===== src/rtl/fl_netcope_adder_ctrl.sv =====
// fl_netcope_adder_ctrl: prepends one NetCOPE header word to each FrameLink frame, with bypass and frame counter
// Ports:
//   CLK, RESET          clock, asynchronous active-high reset
//   EN                  1 = insert header, 0 = bypass (sampled only in IDLE)
//   RX_*                input FrameLink (active-low framing/handshake)
//   HDR_DATA, HDR_VLD   header word for the next frame and its valid flag
//   HDR_NEXT            one-cycle pop strobe to the header source
//   TX_*                output FrameLink (active-low framing/handshake)
//   FRAME_CNT           number of frames sent with an inserted header, wrapping
module fl_netcope_adder_ctrl #(
    parameter int DATA_WIDTH = 64,
    parameter int CNT_WIDTH  = 32,
    localparam int REM_W     = $clog2(DATA_WIDTH / 8)
) (
    input  logic                  CLK,
    input  logic                  RESET,
    input  logic                  EN,
    input  logic [DATA_WIDTH-1:0] RX_DATA,
    input  logic [REM_W-1:0]      RX_REM,
    input  logic                  RX_SOF_N,
    input  logic                  RX_SOP_N,
    input  logic                  RX_EOP_N,
    input  logic                  RX_EOF_N,
    input  logic                  RX_SRC_RDY_N,
    output logic                  RX_DST_RDY_N,
    input  logic [DATA_WIDTH-1:0] HDR_DATA,
    input  logic                  HDR_VLD,
    output logic                  HDR_NEXT,
    output logic [DATA_WIDTH-1:0] TX_DATA,
    output logic [REM_W-1:0]      TX_REM,
    output logic                  TX_SOF_N,
    output logic                  TX_SOP_N,
    output logic                  TX_EOP_N,
    output logic                  TX_EOF_N,
    output logic                  TX_SRC_RDY_N,
    input  logic                  TX_DST_RDY_N,
    output logic [CNT_WIDTH-1:0]  FRAME_CNT
);
    typedef enum logic [1:0] {IDLE, HDR, DATA, BYPASS} state_t;
    state_t                 state_q, state_d;
    logic [CNT_WIDTH-1:0]   cnt_q, cnt_d;
    logic                   frame_pending, rx_last, in_hdr, pass;
    assign frame_pending = !RX_SRC_RDY_N && !RX_SOF_N;
    // In DATA/BYPASS the RX ready is the TX ready, so a last-word transfer needs both sides.
    assign rx_last       = !RX_SRC_RDY_N && !TX_DST_RDY_N && !RX_EOF_N;
    assign in_hdr        = state_q == HDR;
    assign pass          = state_q == DATA || state_q == BYPASS;
    always_comb begin
        state_d = state_q;
        cnt_d   = cnt_q;
        case (state_q)
            IDLE:   state_d = !frame_pending ? IDLE : !EN ? BYPASS : HDR_VLD ? HDR : IDLE;
            HDR:    state_d = !TX_DST_RDY_N ? DATA : HDR;
            DATA: begin
                state_d = rx_last ? IDLE : DATA;
                cnt_d   = rx_last ? cnt_q + 1'b1 : cnt_q;
            end
            BYPASS: state_d = rx_last ? IDLE : BYPASS;
        endcase
    end
    always_ff @(posedge CLK or posedge RESET) begin
        if (RESET) begin
            state_q <= IDLE;
            cnt_q   <= '0;
        end else begin
            state_q <= state_d;
            cnt_q   <= cnt_d;
        end
    end
    assign TX_DATA      = in_hdr ? HDR_DATA : RX_DATA;
    assign TX_REM       = in_hdr ? '1 : RX_REM;
    // The header becomes the frame's first part, so the payload's own SOF is suppressed.
    assign TX_SOF_N     = in_hdr ? 1'b0 : state_q == BYPASS ? RX_SOF_N : 1'b1;
    assign TX_SOP_N     = in_hdr ? 1'b0 : RX_SOP_N;
    assign TX_EOP_N     = in_hdr ? 1'b0 : RX_EOP_N;
    assign TX_EOF_N     = in_hdr ? 1'b1 : RX_EOF_N;
    assign TX_SRC_RDY_N = in_hdr ? 1'b0 : pass ? RX_SRC_RDY_N : 1'b1;
    assign RX_DST_RDY_N = pass ? TX_DST_RDY_N : 1'b1;
    assign HDR_NEXT     = in_hdr && !TX_DST_RDY_N;
    assign FRAME_CNT    = cnt_q;
endmodule


===== config.mk =====
export PLATFORM = sky130hd
export DESIGN_NAME = fl_netcope_adder_ctrl
export DESIGN_NICKNAME = d
export VERILOG_FILES = /design/src/rtl/fl_netcope_adder_ctrl.sv
export SDC_FILE = /design/constraint.sdc
export NUM_CORES = 1
export LEC_CHECK = 0
export CORE_AREA = 2 2 95 97
export CTS_BUF_LIST = sky130_fd_sc_hd__clkbuf_4 sky130_fd_sc_hd__clkbuf_8
export CTS_CLUSTER_DIAMETER = 60
export CTS_CLUSTER_SIZE = 40
export DETAILED_ROUTE_END_ITERATION = 8
export DIE_AREA = 0 0 97 99
export PLACE_DENSITY = 0.78
export SKIP_CTS_REPAIR_TIMING = 1
export SLEW_MARGIN = 40
export SYNTH_ARGS = -nofsm -noshare
export SYNTH_HDL_FRONTEND = slang
export SYNTH_SLANG_ARGS = --single-unit

===== constraint.sdc =====
create_clock -name CLK -period 2.8 [get_ports CLK]
set_input_delay 0.56 -clock CLK [delete_from_list [all_inputs] [get_ports CLK]]
set_output_delay 0.56 -clock CLK [all_outputs]
set_load 0.01 [all_outputs]

# Yosys cells after proc, flatten, opt, wreduce, memory -nomap -nowiden
# Cells that the tools add are included.
# word_totals
register_bits	34
word_cells	34
# op_classes
n_addsub	1
reduce_logical	11
n_eq_ne	3
mux	17
# op_table
operator	count
$mux W64	1
$add A32 B1 Y32 const B	1
$mux W2	5
$mux W1	9
$pmux W2 S4	1
$eq A2 B2 Y1 const B	2
$logic_and A1 B1 Y1	4
$logic_not A1 Y1	4
$mux W3	1
$eq A2 B1 Y1 const B	1
$logic_not A2 Y1	1
$reduce_and A2 Y1	1
$logic_or A1 B1 Y1	1

# Logic depth before layout (Yosys ltp)
# Gate-level depths: netlist of the first run.
# depth
ltp_word	5
depth_mapped	6

# Worst setup path after synthesis of the first run
# No wires, ideal clock.
# synth_timing
path_type	reg-to-output
startpoint	register state_q[0]
endpoint	output TX_DATA[61]
setup_slack_ps	812
path_buffers	2
arrival_time_ps	1428
required_ps	2240
stages_incl_launch_ff	5
path_cell_list	dfrtp_1 nor2b_1 clkbuf_1 clkbuf_1 mux2_2
# synth_between
elab_chain_len	2
# synth_rtl
element	line_no	text
start: declaration	40	state_t state_q, state_d;
start signal: assignment	66	state_q <= state_d;
$eq A2 B1 Y1	46	assign in_hdr = state_q == HDR;
$mux W64	70	assign TX_DATA = in_hdr ? HDR_DATA : RX_DATA;
end: declaration	29	output logic [DATA_WIDTH-1:0] TX_DATA,
# No other way between the ends.

# Worst setup path in the final report of the first run
# layout_timing
startpoint	register state_q[0]
endpoint	output TX_DATA[17]
# The elaborated chain is that of the path after synthesis.

==> out/metrics.cfg, run 1 <==
[worst_setup_path]
critPathCaptureType = output pin
crit_fanout = 27
cp_top_family = buffers and inverters
cp_cell_sequence = nor2b_4 -> buf_12 -> mux2_2 -> clkdlybuf4s50_1
crit_slowest_cell = clkdlybuf4s50_1
path_buf_inv = 2
reg2reg_from = state_q[0]$_DFF_PP0_
required_ns = 2.24
r2r_end = FRAME_CNT[21]$_DFFE_PP0P_
cpPeakStageDelay_ns = 0.57
ff2ff_path_depth = 5
startpoint_type = flop
cp.arrival_ns = 2.14
r2r_slack_ns = 0.94
worstSetupPathType = reg -> out

[drt]
wire_per_inst_um = 20.8
post_drt_via_cell_ratio = 4.67
drt-initial-drc-count = 97
wirelength_um = 12000
vias = 2695
final_antenna_net_count = 0
drt-pass1-iter-count = 4
route.detailed.drc = 0

[clock_tree]
cts_root_buf = clkbuf_8
cts.sinks = 34
cts_tree = yes
clockBufferDepth = 2
worstSkewPairLatency_ns = 0.28
cts_buffers = 5
clk_pin_slew_ns = 0.07
h-tree-depth = 2

[run_status]
status = completed

[synthesis]
synth_area_um2 = 2390
ys_warn_count = 0
async_flop_share_pct = 100
synth_edf_count = 0
ys_seq_elements = 34
synth_area_per_cell_um2 = 10.9
yosysTopAreaCellShare_pct = 35.6
yosysSeqAreaShare_pct = 35.6
synthTopCellsByArea = dfrtp_1, mux2_2, xnor2_1
yosys.area.top_type = dfrtp_1
syn_inst = 219
synthFlopType = dfrtp_1
synth_nets = 361
synthDistinctLibCells = 27

[sta]
finalSetupTns_ns = 0
finalClockSkew_ns = 0.00782
setup_viol = 0
rsz0062_at_grt = no
fin_crit_sh_pct = 96.3
min_period_ns = 2.70
maxClockFrequency_mhz = 371
tightest_slew_ns = 0.422
maxSlewHeadroom_pct = 71.9
final_hold_viol_count = 0
slew_violations = 0

[run]
cap_violations = 0

[pwr]
total_power_mw = 2.31
leakage_nw = 2.02
power_density_nw_per_um2 = 451
vdd_drop_max_uv = 399

[global_route]
grt_pass1_vias = 2887
grt_first_pass_wirelength_um = 17400
overflow = 0
track_usage_pct = 23.7
grt_antenna_before_repair = 0
grt_start_max_net_pins = 54

[placed_design]
place_inst = 568
dp_hpwl_um = 9840
io_buffers = 246
gp_congestion = 0.868

[floorplan]
start_util_pct = 28.0
rows = 34
die_area_um2 = 9600
core_area_um2 = 8550
die_y_um = 99
ios = 247
die_x_um = 97

[final_layout]
stdcell_count = 577
synthToLayoutAreaGrowth_pct = 114
nets = 610
antenna_cells = 0
drive_gt1_share_pct = 18.8
post-route-util_pct = 59.9

[min_path]
min_from = FRAME_CNT[25]$_DFFE_PP0P_
min_path_type = reg -> reg
holdPathStages = 1
min_to = FRAME_CNT[25]$_DFFE_PP0P_

power by group:
part | switching (mW) | internal, mW | total, mW
clock | 0.171 | 0.208 | 0.379
sequential | 0.0692 | 0.533 | 0.602
combinational | 0.523 | 0.805 | 1.33
worst reg2reg max path, stage by stage (launching register included):
cell and delay [ns]:
dfrtp_2 0.45, nor4_4 0.40, nand2_1 0.25, nor3_4 0.35
nand4_1 0.15, xnor2_1 0.15
stage by stage:
stage | setup WS (ns) | hold WS, ns | cell area, um^2
detailed placement | 0.257 | 0.491 | 5000
global route | 0.00866 | 0.529 | 5120
global placement | 0.311 | 0.477 | 5000
floorplan | 0.812 | 0.508 | 2390
finish | 0.105 | 0.495 | 5120
CTS | 0.0121 | 0.499 | 5090
registers in the layout, summed over array words and instances, names as in the netlist:
signal,cells
FRAME_CNT,32
state_q,2
cells by family after synthesis:
logic type / share of synthesized area [%]
adders and majority gates: 0.523
xor gates and xnor gates: 11.3
DFF: 35.6
muxes: 30.6
AOI/OAI and AO/OA: 1.26
buffers and inverters: 2.25
and+or+nand+nor: 18.5
cells in the mapped netlist (2+ instances only):
cell type / number
nand3_1: 9
inv_1: 3
nor2_1: 8
clkbuf_1: 2
or2_2: 4
mux2_2: 65
buf_2: 7
dfrtp_1: 34
and4_1: 5
nand4_1: 11
and3_1: 5
nor3_1: 3
xor2_1: 7
a21oi_1: 2
xnor2_1: 24
nand2_1: 13
nor2b_1: 6
nor4_4: 2
layout make-up:
class,instances,area (um^2)
clock buffer,7,90.1
clock inverter,1,5.00
fill,727,3430
inverter,3,11.3
multi-input combinational,173,1500
sequential,34,852
tap,108,135
timing repair buffer,251,2530
layout by cell type (no fill, tap or decap), types with 5 or more instances in the layout:
cell type / instances
clkdlybuf4s50_1: 246
mux2_2: 65
dfrtp_1: 33
xnor2_1: 24
nand2_1: 13
nand4_1: 11
nand3_1: 9
nor2_1: 8
xor2_1: 7
clkbuf_8: 6
and3_1: 5
and4_1: 5
nor2b_1: 5
layer usage:
metal | global-route usage [%] | vias up | part of all wire [%]
li1 | - | 1282 | -
met1 | 27.3 | 1260 | 38
met2 | 37.9 | 145 | 46
met3 | 14.8 | 8 | 14
met4 | 4.88 | 0 | 1.5
met5 | 0 | - | 0
how the worst max path moves through the flow:
| stage | to | slack, ns | cells after the start | from |
|---|---|---|---|---|
| after floorplan | TX_DATA[61] | 0.81 | 4 | state_q[0]$_DFF_PP0_ |
| after global placement | TX_SRC_RDY_N | 0.31 | 4 | RX_SRC_RDY_N |
| after detailed placement | FRAME_CNT[21]$_DFFE_PP0P_ | 0.26 | 6 | RX_SRC_RDY_N |
| after CTS | TX_DATA[17] | 0.01 | 4 | state_q[0]$_DFF_PP0_ |
| after global routing | TX_DATA[17] | 0.009 | 4 | state_q[0]$_DFF_PP0_ |
| final | TX_DATA[17] | 0.10 | 4 | state_q[0]$_DFF_PP0_ |
Note: power is estimated with default switching activity, not from simulation.
==> run 2, diff against run 1 <==
CAP_MARGIN = 0   (was unset)
==> results of run 2 <==
No change in the layout: final DEF, timing and power equal those of run 1.
==> run 3, diff against run 2 <==
PLACE_DENSITY = 0.89   (was 0.78)
==> out/metrics.cfg, run 3 (synthesis gave the netlist of run 1 again) <==
[sta]
maxClockFrequency_mhz = 373  ; was 371 MHz
fin_crit_sh_pct = 95.7  ; was 96.3%
rsz0062_at_grt = no  ; unchanged
finalSetupTns_ns = 0  ; unchanged
final_hold_viol_count = 0  ; unchanged
slew_violations = 0  ; unchanged
worst_slack_ns = 0.121  ; was 0.105 ns
min_period_ns = 2.68  ; was 2.70 ns
maxSlewHeadroom_pct = 71.4  ; was 71.9%
finalClockSkew_ns = 0.00842  ; was 0.00782 ns
tightest_slew_ns = 0.429  ; was 0.422 ns
setup_viol = 0  ; unchanged

[floorplan]
core_area_um2 = 8550  ; unchanged
rows = 34  ; unchanged
die_area_um2 = 9600  ; unchanged
start_util_pct = 28.0  ; unchanged
die_x_um = 97  ; unchanged
die_y_um = 99  ; unchanged
ios = 247  ; unchanged

[global_route]
grt_antenna_before_repair = 0  ; unchanged
overflow = 0  ; unchanged
grt_pass1_vias = 2934  ; was 2887
track_usage_pct = 24.3  ; was 23.7%
grt_first_pass_wirelength_um = 17800  ; was 17400 um
grt_start_max_net_pins = 59  ; was 54

[worst_setup_path]
startpoint_type = flop  ; unchanged
required_ns = 2.24  ; about the same
crit_slowest_cell = clkdlybuf4s50_1  ; unchanged
worstSetupPathType = reg -> out  ; unchanged
ff2ff_path_depth = 5  ; unchanged
critPathCaptureType = output pin  ; unchanged
cp_cell_sequence = nor2b_4 -> buf_12 -> mux2_2 -> clkdlybuf4s50_1  ; unchanged
crit_fanout = 29  ; was 27
cpPeakStageDelay_ns = 0.56  ; was 0.57 ns
cp.arrival_ns = 2.12  ; was 2.14 ns

[run]
cap_violations = 0  ; unchanged

[final_layout]
drive_gt1_share_pct = 18.6  ; was 18.8%
mostFrequentLayoutCells = clkdlybuf4s50_1, mux2_2, dfrtp_1  ; unchanged
largest_register_ffs = 32  ; unchanged
antenna_cells = 0  ; unchanged
stdcell_count = 576  ; was 577
synthToLayoutAreaGrowth_pct = 114  ; about the same
final_common_cell = clkdlybuf4s50_1  ; unchanged
nets = 610  ; unchanged

[placed_design]
place_ws_ns = 0.233  ; was 0.257 ns
place_inst = 568  ; unchanged
gp_congestion = 0.904  ; was 0.868
dp_hpwl_um = 10000  ; was 9840 um
io_buffers = 246  ; unchanged

[drt]
post_drt_via_cell_ratio = 4.69  ; was 4.67
vias = 2704  ; was 2695
route.detailed.drc = 0  ; unchanged
wire_per_inst_um = 21.2  ; was 20.8 um
wirelength_um = 12200  ; was 12000 um
drt-initial-drc-count = 96  ; was 97
drt-pass1-iter-count = 4  ; unchanged
final_antenna_net_count = 0  ; unchanged

[clock_tree]
clockBufferDepth = 2  ; unchanged
h-tree-depth = 2  ; unchanged
cts_tree = yes  ; unchanged
clk_pin_slew_ns = 0.06  ; was 0.07 ns
cts_root_buf = clkbuf_8  ; unchanged
cts.sinks = 34  ; unchanged
cts_buffers = 5  ; unchanged
worstSkewPairLatency_ns = 0.28  ; about the same

[min_path]
min_path_type = reg -> reg  ; unchanged
holdPathStages = 1  ; unchanged

[pwr]
vdd_drop_max_uv = 324  ; was 399 uV
power_density_nw_per_um2 = 445  ; was 451 nW/um^2
leakage_nw = 2.02  ; about the same

[run_status]
status = completed  ; unchanged

-- run 3: final timing paths --
kind	start	endpoint	slack, ns
setup / recovery	state_q[0]$_DFF_PP0_	TX_DATA[54]	0.12
setup reg to reg	state_q[0]$_DFF_PP0_	FRAME_CNT[31]$_DFFE_PP0P_	0.94
max in group asynchronous	RESET	state_q[0]$_DFF_PP0_	1.79
hold reg to reg	FRAME_CNT[10]$_DFFE_PP0P_	FRAME_CNT[10]$_DFFE_PP0P_	0.50
min in group asynchronous	RESET	FRAME_CNT[30]$_DFFE_PP0P_	0.66
hold / removal	FRAME_CNT[10]$_DFFE_PP0P_	FRAME_CNT[10]$_DFFE_PP0P_	0.50
-- run 3: area by class of cell --
type | instances | area (um^2)
fill | 733 | 3440
multi-input combinational | 173 | 1500
sequential | 34 | 852
timing repair buffer | 251 | 2530
clock buffer | 7 | 83.8
tap | 108 | 135
inverter | 3 | 11.3
-- run 3: worst max-delay path: cells and delay by family (launching register included) --
kind                   cells  cell delay, ns
muxes                      1            0.36
and+or+nand+nor            1            0.26
buffers and inverters      2            0.79
DFF                        1            0.42
-- run 3: through the flow --
stage	utilization, %	power, mW	cell area [um^2]	hold slack [ns]
floorplan	-	1.12	2390	0.508
global placement	58.4	1.89	5000	0.475
detailed placement	58.4	1.90	5000	0.495
CTS	59.4	2.27	5080	0.506
global route	59.8	2.40	5110	0.518
finish	59.8	2.27	5110	0.501
-- run 3: power breakdown --
group          internal (mW)  leakage [nW]  total (mW)  switching, mW
registers              0.533         0.459       0.605         0.0718
clock network          0.190        0.0452       0.353          0.163
logic                  0.804          1.52        1.32          0.511
total                   1.53          2.02        2.27          0.746
-- run 3: metal layers --
metal | vias up | share of wire (%) | GRT usage [%] | wire (um)
met3 | 4 | 15 | 15.7 | 1810
met4 | 0 | 0.25 | 1.95 | 30
li1 | 1278 | - | - | -
met2 | 137 | 45 | 37.7 | 5540
met1 | 1285 | 40 | 29.7 | 4860
met5 | - | 0 | 0 | 0
==> RTL edit 1: new RTL, flow settings as in run 3 <==
`CNT_WIDTH`: 32 -> 64.
--- a/src/rtl/fl_netcope_adder_ctrl.sv
+++ b/src/rtl/fl_netcope_adder_ctrl.sv
@@ -9,7 +9,7 @@
 //   FRAME_CNT           number of frames sent with an inserted header, wrapping
 module fl_netcope_adder_ctrl #(
     parameter int DATA_WIDTH = 64,
-    parameter int CNT_WIDTH  = 32,
+    parameter int CNT_WIDTH  = 64,
     localparam int REM_W     = $clog2(DATA_WIDTH / 8)
 ) (
     input  logic                  CLK,
Ports: changed (resized FRAME_CNT); port bits go from 247 to 279. The function was not compared with the original's and may differ.
==> RTL edit 1 against run 3 <==
Sequential power rose by 75%; non-clock buffer count is 41 higher; fmax shrank 2.9%; worst setup slack got worse by 80 ps; routed wire length up 41%; sequential cell count is 32 higher; die area unchanged; total power is 45% higher; register-to-register slack worse by 580 ps; largest cell class unchanged; cell area grew 38%; clock skew is 1.1 ps lower; utilization rose by 23 points; final cell count increased by 33%; area after synthesis increased by 60%.
==> RTL edit 1: results (changes against run 3) <==
- Tot GR Track Use: 0.3571 (+0.1145)
- Pre-CTS setup slack: -170.1 ps (-403.2 ps)
- Clk_lat worst skew: 350 ps (+70 ps)
- FF-to-FF Start: FRAME_CNT[7]
- Hold WS: 474.5 ps (-26.39 ps)
- TritonRoute pass-1 iters: 5 (+1)
- Outcome: complete, no violations
- Power Clock: 0.892 mW (+150%)
- Area after DPL: 0.006822 sq mm (+37%)
- # placed instances: 744 (+31%)
- Clock Skews: 7.354 ps (-1.064 ps)
- RR Endpoint: FRAME_CNT[50]
- Number of port buffers: 278 (+13%)
- Maximum VDD drop: 0.0002974 V (-8.3%)
- Cts bufs inserted: 9 (+4)
- Mapped Avg Cell Area: 10.70 sq um (-2.1%)
- Met1 GRT Util: 0.4405 (+0.1438)
- Global-route wire length before repair: 25.74 mm (+44%)
- Switching share of power: 0.2950 (-0.03311)
- Layout cells sized above 1: 0.1544 (-0.03146)
- HP Start: FRAME_CNT[63]
- Sequential power: 1.06 mW (+75%)
- Pin count of the biggest net entering global routing: 38 (-36%)
- Core Util, Final: 0.8260 (+0.2284)
- Leakage Power: 3.016 nW (+49%)
- WL met1: 6.677 mm (+37%)
- Initial antenna violation count: 5 (+5)
- WL met2: 8.261 mm (+49%)
- Avg WL per Cell: 22.64 um (+6.6%)
- Filler Cell Count: 503 (-31%)
- Vias in the first global route: 4304 (+47%)
- # nets final: 791 (+30%)
- Mapped Nets: 499 (+38%)
- Placer Congestion: 0.9913 (+9.7%)
- HPWL after detailed placement: 14.06 mm (+40%)
- WHS Endpoint: FRAME_CNT[63]
- Global-route met2 utilization: 0.5978 (+0.2212)
- Worst-margin pin slew: 697.8 ps (+268.7 ps)
- Distinct cells, synth: 32 (+19%)
- Ranking of synthesized cells by area: dfrtp_1 43%, mux2_2 19%, xnor2_1 8.3%
- Via Count: 4187 (+55%)
- Initial DRC Count: 253 (+160%)
- Worst EP arrival: 2200 ps (+80 ps)
- CTS HTree Levels: 3 (+1)
- M3 GR Usage: 0.1270 (-0.02979)
- Max FFs per register: 64 (+100%)
- Met3 wire length: 1.906 mm (+5.4%)
- Reg2reg setup slack: 360 ps (-580 ps)
- Max layer used: met5
[RTL edit 1: cell types whose count changed in the layout (fill, tap and decap cells not counted), sizes merged, moves of 5 or more]
| cell | run 3 | this run |
|---|---|---|
| nand2 | 13 | 31 |
| dfrtp | 34 | 66 |
| clkdlybuf4s50 | 245 | 278 |
| and2 | 0 | 5 |
| and3 | 5 | 12 |
| xor2 | 7 | 27 |
| nand2b | 1 | 6 |
| buf | 4 | 14 |
| nand4 | 11 | 19 |
| nand3 | 10 | 21 |
| nor2 | 8 | 25 |
| xnor2 | 24 | 36 |
[RTL edit 1: cell type report]
class / instances / area share
diodes: 2 / 0.0007086
inverters: 3 / 0.001594
clock buffers: 10 / 0.01860
clock inverters: 6 / 0.01275
repair buffers: 292 / 0.4142
multi-input cells: 277 / 0.2992
well taps: 108 / 0.01913
flip-flops and latches: 66 / 0.2338
[RTL edit 1: cell families after synthesis]
kind of cell / count (synthesis) / share of synthesized area
and+or+nand+nor: 143 / 0.2031
DFF: 66 / 0.4325
muxes: 65 / 0.1917
xor gates and xnor gates: 63 / 0.1445
buffers and inverters: 14 / 0.01605
AOI/OAI and AO/OA: 5 / 0.008846
adders and majority gates: 1 / 0.003276
[RTL edit 1: how the worst max path moves through the flow]
stage                     from            end  slack [ps]  depth (start not counted)
finish              state_q[1]    TX_DATA[63]          40                          4
global route        state_q[1]    TX_DATA[10]           3                          4
CTS                 state_q[1]    TX_DATA[63]         -20                          4
detailed placement    RX_EOF_N  FRAME_CNT[50]        -170                          7
global placement      RX_EOF_N  FRAME_CNT[62]         -50                          7
floorplan                RESET   FRAME_CNT[0]         590                          1
[RTL edit 1: critical path: stages, from the launching register on]
cell and delay (ps):
dfrtp_1 470, nand2b_4 230, buf_12 230, mux2_2 360, clkdlybuf4s50_1 550
==> RTL edit 2: new RTL, settings of run 3 <==
Without the edit above. Register the output `FRAME_CNT` once more, without a reset; this adds one clock of latency there. The other outputs are not delayed to match.
--- a/src/rtl/fl_netcope_adder_ctrl.sv
+++ b/src/rtl/fl_netcope_adder_ctrl.sv
@@ -77,6 +77,8 @@
     assign TX_SRC_RDY_N = in_hdr ? 1'b0 : pass ? RX_SRC_RDY_N : 1'b1;
     assign RX_DST_RDY_N = pass ? TX_DST_RDY_N : 1'b1;
     assign HDR_NEXT     = in_hdr && !TX_DST_RDY_N;
-    assign FRAME_CNT    = cnt_q;
+    always_ff @(posedge CLK) begin
+        FRAME_CNT <= cnt_q;
+    end
 endmodule
 
Check against the original RTL: not equivalent (Yosys sat finds a counterexample within 4 cycles, from zero or initial values and one cycle with RESET high).
==> RTL edit 2 against run 3 <==
Cell area up 17%; register-to-register slack worse by 70 ps; via count up 11%; die area unchanged; worst setup slack worse by 34 ps; critical path depth unchanged; routed wire length down 5.1%; sequential cell count up 32; fmax down 1.2%; total power up 48%; area after synthesis up 29%; largest cell class unchanged; highest routed layer is now met5.
==> RTL edit 2: results (changes against run 3) <==
- Outcome: complete, no violations
- Cts bufs inserted: 9 (+4)
- CP endpoint: TX_DATA[24]
- Mapped Nets: 402 (+11%)
- Global-route wire length before repair: 17.52 mm (-1.8%)
- Critical path peak fanout: 35 (+21%)
- Layout cells sized above 1: 0.1923 (+0.006410)
- Max transition margin: 0.4543 (-0.2596)
- Worst EP arrival: 2150 ps (+30 ps)
- Area after DPL: 0.005687 sq mm (+14%)
- Reg2reg setup slack: 870 ps (-70 ps)
- Pin count of the biggest net entering global routing: 36 (-39%)
- FFs w/ async S/R, synth: 0.5152 (-0.4848)
- Filler Cell Count: 633 (-14%)
- Tot GR Track Use: 0.2408 (-0.001833)
- HPWL after detailed placement: 9.724 mm (-3.1%)
- CTS HTree Levels: 3 (+1)
- # nets final: 657 (+7.7%)
- Maximum VDD drop: 0.0002460 V (-24%)
- Clk_lat worst skew: 340 ps (+60 ps)
- Vias in the first global route: 3129 (+6.6%)
- FF-to-FF path depth: 6 (+1)
- Avg WL per Cell: 18.50 um (-13%)
- Initial antenna violation count: 2 (+2)
- Clock Skews: 3.868 ps (-4.550 ps)
- Ranking of synthesized cells by area: dfrtp_1 28%, mux2_2 24%, dfxtp_1 21%
- Register area share after synthesis: 0.4846 (+0.1289)
- Post-synth top cells: 65 x mux2_2, 34 x dfrtp_1, 32 x dfxtp_1, 29 x xnor2_1, 18 x nand4_1
- Cell-internal power: 2.460 mW (+61%)
-- RTL edit 2: cell type report --
| class | count | area share |
|---|---|---|
| tap | 108 | 0.02264 |
| clock buffer | 10 | 0.02306 |
| timing repair buffer | 257 | 0.4305 |
| clock inverter | 6 | 0.01907 |
| sequential | 66 | 0.2498 |
| multi-input combinational | 177 | 0.2524 |
| inverter | 4 | 0.002515 |
-- RTL edit 2: metrics by stage --
stage / std cells / setup TNS, ps / util / setup slack (ps) / power, mW
after CTS: 624 / -1826 / 0.6945 / -81.44 / 3.361
after floorplan: 260 / 0 / - / 608.3 / 1.626
after detailed placement: 608 / 0 / 0.6651 / 189.4 / 2.384
after global routing: 628 / 0 / 0.6981 / 16.66 / 3.490
final: 628 / 0 / 0.6981 / 87.09 / 3.359
after global placement: 608 / 0 / 0.6651 / 265.0 / 2.359
-- RTL edit 2: worst min-delay path by stage --
stage                     slack [ps]       from  depth (start not counted)       endpoint
after floorplan                  370  cnt_q[31]                          0  FRAME_CNT[31]
after global placement           380  cnt_q[31]                          0  FRAME_CNT[31]
after detailed placement         400  cnt_q[31]                          0  FRAME_CNT[31]
after CTS                        410  cnt_q[31]                          0  FRAME_CNT[31]
after global routing             430  cnt_q[31]                          0  FRAME_CNT[31]
final                            400  cnt_q[31]                          0  FRAME_CNT[31]
-- RTL edit 2: worst max-delay path: cells and delay by family (launching register included) --
kind / cells / cell delay, ps
buffers and inverters: 2 / 710
multiplexers: 1 / 390
flip-flops: 1 / 370
AND/OR/NAND/NOR: 1 / 330
-- RTL edit 2: layer usage --
metal  vias up  global-route usage  wire length [um]  part of all wire
met5         -                   0                26            0.0022
met4         4             0.07042               179             0.015
met3        19              0.1007              1063             0.091
met2       135              0.4241              6007              0.52
met1      1407              0.2670              4342              0.37
li1       1436                   -                 -                 -
-- RTL edit 2: kinds of logic (layout without fill, tap and decap cells) --
family / count (synthesis) / in the layout / share of synthesized area
xor gates and xnor gates: 31 / 31 / 0.08821
muxes: 65 / 65 / 0.2378
adders and majority gates: 1 / 1 / 0.004064
buffers and inverters: 17 / 277 / 0.02683
DFF: 66 / 66 / 0.4846
and+or+nand+nor: 75 / 75 / 0.1484
AOI/OAI and AO/OA: 5 / 5 / 0.01016
-- RTL edit 2: power groups by stage --
| stage | sequential [mW] | combinational [mW] | clock, mW |
|---|---|---|---|
| after floorplan | 1.08 | 0.541 | 0 |
| after global placement | 1.08 | 1.28 | 0 |
| after detailed placement | 1.09 | 1.30 | 0 |
| after CTS | 1.07 | 1.31 | 0.989 |
| after global routing | 1.08 | 1.38 | 1.03 |
| final | 1.07 | 1.32 | 0.976 |
